$ cat config.mk
export PLATFORM = sky130hd
export DESIGN_NAME = imc_wb_initiator
export DESIGN_NICKNAME = d
export VERILOG_FILES = /design/src/rtl/imc_wb_pkg.sv /design/src/rtl/imc_wb_initiator.sv
export SDC_FILE = /design/constraint.sdc
export NUM_CORES = 1
export LEC_CHECK = 0
export ABC_CLOCK_PERIOD_IN_PS = 2300
export CAP_MARGIN = 30
export CORE_ASPECT_RATIO = 1.25
export CORE_MARGIN = 2
export CORE_UTILIZATION = 43
export CTS_CLUSTER_DIAMETER = 200
export CTS_CLUSTER_SIZE = 20
export DETAILED_ROUTE_END_ITERATION = 12
export PLACE_DENSITY = 0.81
export SYNTH_ARGS = -nofsm -noshare
export SYNTH_HDL_FRONTEND = slang
export SYNTH_SLANG_ARGS = --single-unit
$ cat constraint.sdc
create_clock -name clk -period 2.3 [get_ports clk]
set_input_delay 0.46 -clock clk [delete_from_list [all_inputs] [get_ports clk]]
set_output_delay 0.46 -clock clk [all_outputs]
set_load 0.01 [all_outputs]
$ cat src/rtl/imc_wb_pkg.sv
// rtl/imc_wb_pkg.sv - shared types and widths for the IMC Wishbone initiator
package imc_wb_pkg;

   typedef enum logic [1:0] {
      IDLE = 2'd0,
      BUS  = 2'd1,
      RESP = 2'd2
   } wb_state_e;

   localparam int unsigned ADR_W = 32;
   localparam int unsigned DAT_W = 32;
   localparam int unsigned SEL_W = 4;

   localparam int unsigned DEF_TIMEOUT_CYCLES = 255;

   // Counter must reach both the ack timeout and the largest fixed-wait value.
   function automatic int unsigned cnt_width(input int unsigned timeout, input int unsigned wait_w);
      int unsigned wmax;
      int unsigned top;
      wmax = (32'd1 << wait_w) - 32'd1;
      top  = (timeout > wmax) ? timeout : wmax;
      return int'($clog2(top + 32'd1));
   endfunction

endpackage

$ cat src/rtl/imc_wb_initiator.sv
// rtl/imc_wb_initiator.sv - Wishbone classic single-transfer master with valid/ready command and response streams
module imc_wb_initiator
   import imc_wb_pkg::*;
#(
   parameter int unsigned TIMEOUT_CYCLES = DEF_TIMEOUT_CYCLES,
   parameter int unsigned WAIT_W         = 8
) (
   input  logic              clk,
   input  logic              rst_n,

   input  logic              cmd_valid,
   output logic              cmd_ready,
   input  logic              cmd_we,
   input  logic [ADR_W-1:0]  cmd_adr,
   input  logic [DAT_W-1:0]  cmd_dat,
   input  logic [SEL_W-1:0]  cmd_sel,
   input  logic              ack_mode,
   input  logic [WAIT_W-1:0] wait_cycles,

   output logic              rsp_valid,
   input  logic              rsp_ready,
   output logic [DAT_W-1:0]  rsp_dat,
   output logic              rsp_err,

   output logic              wbm_cyc_o,
   output logic              wbm_stb_o,
   output logic              wbm_we_o,
   output logic [SEL_W-1:0]  wbm_sel_o,
   output logic [ADR_W-1:0]  wbm_adr_o,
   output logic [DAT_W-1:0]  wbm_dat_o,
   input  logic              wbm_ack_i,
   input  logic [DAT_W-1:0]  wbm_dat_i
);

   localparam int unsigned       CNT_W   = cnt_width(TIMEOUT_CYCLES, WAIT_W);
   localparam logic [CNT_W-1:0]  TO_CNT  = CNT_W'(TIMEOUT_CYCLES);
   localparam logic [CNT_W-1:0]  CNT_ONE = CNT_W'(1);

   wb_state_e         state_q;
   logic              ack_mode_q;
   logic [WAIT_W-1:0] wait_q;
   logic [CNT_W-1:0]  cnt_q;

   logic [CNT_W-1:0]  wait_lim;
   logic              bus_done;
   logic              bus_err;
   logic [DAT_W-1:0]  bus_rdat;

   // A zero wait length still occupies the bus for one cycle.
   always_comb begin
      wait_lim = CNT_ONE;
      if (wait_q != '0) begin
         wait_lim = CNT_W'(wait_q);
      end
   end

   // Ack beats timeout when both land on the same edge.
   always_comb begin
      bus_done = 1'b0;
      bus_err  = 1'b0;
      if (ack_mode_q) begin
         if (wbm_ack_i) begin
            bus_done = 1'b1;
         end else if (cnt_q == TO_CNT) begin
            bus_done = 1'b1;
            bus_err  = 1'b1;
         end
      end else if (cnt_q == wait_lim) begin
         bus_done = 1'b1;
      end
      bus_rdat = (bus_err || wbm_we_o) ? '0 : wbm_dat_i;
   end

   always_ff @(posedge clk or negedge rst_n) begin
      if (!rst_n) begin
         state_q    <= IDLE;
         ack_mode_q <= 1'b0;
         wait_q     <= '0;
         cnt_q      <= '0;
         cmd_ready  <= 1'b0;
         rsp_valid  <= 1'b0;
         rsp_dat    <= '0;
         rsp_err    <= 1'b0;
         wbm_cyc_o  <= 1'b0;
         wbm_stb_o  <= 1'b0;
         wbm_we_o   <= 1'b0;
         wbm_sel_o  <= '0;
         wbm_adr_o  <= '0;
         wbm_dat_o  <= '0;
      end else begin
         case (state_q)
            IDLE: begin
               if (!cmd_ready) begin
                  cmd_ready <= 1'b1;
               end else if (cmd_valid) begin
                  cmd_ready  <= 1'b0;
                  wbm_cyc_o  <= 1'b1;
                  wbm_stb_o  <= 1'b1;
                  wbm_we_o   <= cmd_we;
                  wbm_sel_o  <= cmd_sel;
                  wbm_adr_o  <= cmd_adr;
                  wbm_dat_o  <= cmd_we ? cmd_dat : '0;
                  ack_mode_q <= ack_mode;
                  wait_q     <= wait_cycles;
                  cnt_q      <= CNT_ONE;
                  state_q    <= BUS;
               end
            end

            BUS: begin
               if (bus_done) begin
                  wbm_cyc_o <= 1'b0;
                  wbm_stb_o <= 1'b0;
                  rsp_valid <= 1'b1;
                  rsp_err   <= bus_err;
                  rsp_dat   <= bus_rdat;
                  cnt_q     <= '0;
                  state_q   <= RESP;
               end else if (cnt_q != '1) begin
                  cnt_q <= cnt_q + CNT_ONE;
               end
            end

            RESP: begin
               if (rsp_ready) begin
                  rsp_valid <= 1'b0;
                  cmd_ready <= 1'b1;
                  state_q   <= IDLE;
               end
            end

            default: begin
               state_q <= IDLE;
            end
         endcase
      end
   end

endmodule

==> flow_summary.yaml <==
status:
  status: "complete, no violations"
route:
  vias: 4708
  avgViaCountPerCell: 4.85
  first_pass_iters: 4
  drt_iter0_drc: 189
  wirelength_mm: 14.9
  drtAntennaViolNets: 0
  drcViolationCount: 0
  wl_per_cell_um: 15.4
grt:
  grt_overflow_total: 0
  grt_max_degree: 81
  antenna_found_initial: 0
  grt_pass1_vias: 4973
  grt_first_pass_wirelength_mm: 23.3
  track_usage_pct: 22.5
clock_tree:
  htree_levels: 4
  clkLatencyLatePin_ns: 0.40
  clock_path_buffers: 2
  clk_pin_slew_worst_paths_ns: 0.05
  cts.sinks: 124
  root_buffer: "clkbuf_16"
  cts_buffers: 17
  tritoncts: "done"
floorplanning:
  io_pins: 221
  die_area_um2: 13200
  dieHeight_um: 128
  row_count: 45
  start_util_pct: 43.9
  coreArea_um2: 12000
  die_w_um: 103
synth:
  async_flop_share_pct: 100
  synth_top_cell_area_share_pct: 58.7
  ys_ff_latch: 124
  syn_nets: 683
  ys_seq_area_share_pct: 58.7
  synth_edf_count: 0
  synth_top_cells_by_count: "nand2_1 (244), dfrtp_1 (124), inv_1 (43)"
  synthCells: 567
  synth_most_common_cell: "nand2_1"
  syn_area_per_cell_um2: 9.32
  synth_warnings: 0
  synth.distinct_cells: 40
  synth_area_um2: 5280
  yosysTopAreaCell: "dfrtp_1"
  ys_top_cells_by_area: "dfrtp_1 (59%), nand2_1 (17%), mux2i_1 (6.1%)"
  ys.flop_type: "dfrtp_1"
placed_design:
  hpwlAfterDp_mm: 10.4
  place_congestion: 0.837
  dpl_cell_area_um2: 7700
  port_buffers: 220
  pre_cts_slack_ns: 0.0552
sta:
  setup_viol: 0
  relSlewSlack_pct: 68.0
  tightest_slew_ns: 0.478
  final-hold-violation-count: 0
  finalMaxSlewViolations: 0
  fin_crit_sh_pct: 96.6
  max_freq_mhz: 450
  layout_min_cycle_time_ns: 2.22
  whs_ns: 0.467
  fin_skew_ns: 0.00873
  fin_tns_setup_ns: 0
  timing.final.ws_setup_ns: 0.0782
critical_path:
  cp.arrival_ns: 2.50
  r2r_cells: 7
  path_class: "flop to flop"
  r2r_start: "wait_q[4]$_DFFE_PN0P_"
  r2r_setup_slack_ns: 0.08
  r2r_end: "cnt_q[1]$_DFFE_PN0P_"
  path_max_fanout: 8
  cp-end-kind: "flop"
  worstSetupStartpointType: "flop"
  worstPathRequired_ns: 2.57
cells_and_area:
  post-route-util_pct: 69.0
  multi_input_area_um2: 1900
  design_area_um2: 8310
  seqCellArea_um2: 3100
  fill_cells: 920
  area_growth_pct: 57.3
  diodes: 0
  final_nets: 909
  layout-drive-gt1-share_pct: 7.82
run:
  cap_violations: 0
worst_hold_path:
  hold_path.class: "flop to flop"
  hold_end: "wbm_dat_o[31]$_DFFE_PN0P_"
  hp-start: "wbm_dat_o[31]$_DFFE_PN0P_"
  hold-path-cell-count: 2
power_and_ir_drop:
  p_per_area_nw_per_um2: 1310
  power.switching_w: 0.00386
  p_sw_share_pct: 35.3
  p_comb_share_pct: 44.2
  clkPwrFrac_pct: 21.3
  intPower_w: 0.00706
  vdd_drop_max_v: 0.000682
  p_leak_nw: 3.95
  pwr-share-seq_pct: 34.5
per-stage QoR:
step,cells,total power [W]
2_1_floorplan,567,0.00590
3_3_place_gp,933,0.00828
3_5_place_dp,933,0.00850
4_1_cts,966,0.0109
5_1_grt,970,0.0116
6_report,970,0.0109
timing repair:
action	in CTS	in global routing
resized for setup	0	6
hold buffers	1	0
buffers inserted	0	3
hold endpoints to repair	1	0
endpoints found under the setup margin	0	23
layout by cell type (no fill, tap or decap), types with 2 or more instances in the layout:
cell type | netlist | final
mux2_4 | 2 | 2
dfrtp_1 | 124 | 123
clkbuf_1 | 22 | 3
nand2b_1 | 2 | 2
a21oi_1 | 4 | 4
buf_12 | 0 | 5
o21ai_0 | 3 | 2
clkinvlp_4 | 0 | 4
nor4_4 | 1 | 2
buf_4 | 3 | 12
nand2_1 | 244 | 244
clkdlybuf4s50_1 | 0 | 219
xor2_1 | 7 | 7
clkinv_2 | 0 | 5
or3_2 | 1 | 2
nand3_1 | 36 | 36
clkinv_4 | 0 | 2
o21ai_1 | 1 | 2
inv_1 | 43 | 43
mux2i_1 | 32 | 32
nor2_1 | 4 | 4
or3_1 | 5 | 4
nor3_1 | 3 | 2
clkbuf_16 | 0 | 18
xnor2_1 | 2 | 2
o221ai_1 | 4 | 4
power groups by stage:
stage | Clock [W] | Sequential, W | Combinational [W]
global placement | 0 | 0.00372 | 0.00456
global route | 0.00247 | 0.00388 | 0.00526
finish | 0.00233 | 0.00376 | 0.00483
floorplan | 0 | 0.00410 | 0.00180
CTS | 0.00237 | 0.00377 | 0.00476
detailed placement | 0 | 0.00378 | 0.00472
registers in the layout, summed over array words and instances (netlist names):
| signal | flops |
|---|---|
| wbm_we_o | 1 |
| wbm_stb_o | 1 |
| cmd_ready | 1 |
| cnt_q | 8 |
| wait_q | 8 |
| ack_mode_q | 1 |
| wbm_dat_o | 32 |
| state_q | 2 |
| rsp_dat | 32 |
| wbm_adr_o | 32 |
| rsp_err | 1 |
| rsp_valid | 1 |
| wbm_sel_o | 4 |
worst max path at each step:
| stage | from | end | depth (start not counted) |
|---|---|---|---|
| 5_1_grt | cnt_q[1]$_DFFE_PN0P_ | cnt_q[1]$_DFFE_PN0P_ | 7 |
| 2_1_floorplan | cnt_q[3]$_DFFE_PN0P_ | cnt_q[0]$_DFFE_PN0P_ | 6 |
| 6_report | wait_q[4]$_DFFE_PN0P_ | cnt_q[1]$_DFFE_PN0P_ | 7 |
| 3_3_place_gp | cnt_q[1]$_DFFE_PN0P_ | cnt_q[1]$_DFFE_PN0P_ | 6 |
| 3_5_place_dp | cnt_q[3]$_DFFE_PN0P_ | cnt_q[1]$_DFFE_PN0P_ | 6 |
| 4_1_cts | wait_q[4]$_DFFE_PN0P_ | cnt_q[1]$_DFFE_PN0P_ | 6 |
cell type report:
cell class | instances | area share, %
multi-input cells | 369 | 22.8
clock inverters | 11 | 0.873
repair buffers | 238 | 29.1
well taps | 164 | 2.47
inverters | 43 | 1.94
flip-flops and latches | 124 | 37.4
clock buffers | 21 | 5.42
kinds of logic after synthesis:
logic type	Yosys count	share of synthesized area [%]
xor gates and xnor gates	9	1.49
and+or+nand+nor	304	23.9
muxes	34	6.63
buffers and inverters	74	5.94
adders and majority gates	1	0.237
DFF	124	58.7
AOI/OAI and AO/OA	21	3.03
critical path, stage by stage (launching register included):
cell	delay [ns]
dfrtp_1	0.41
nor4_1	0.31
a21oi_1	0.17
xnor2_1	0.20
or2_4	0.26
a221oi_4	0.30
buf_12	0.17
mux2_4	0.29
metal layers:
layer | part of all wire [%] | vias to the layer above | GRT usage, %
met5 | 0 | - | 0
met4 | 2.5 | 0 | 7.74
met3 | 6.7 | 29 | 6.38
met2 | 54 | 191 | 40.8
met1 | 37 | 2256 | 24.8
li1 | - | 2232 | -
No activity file was read; power rests on OpenSTA's default activity.
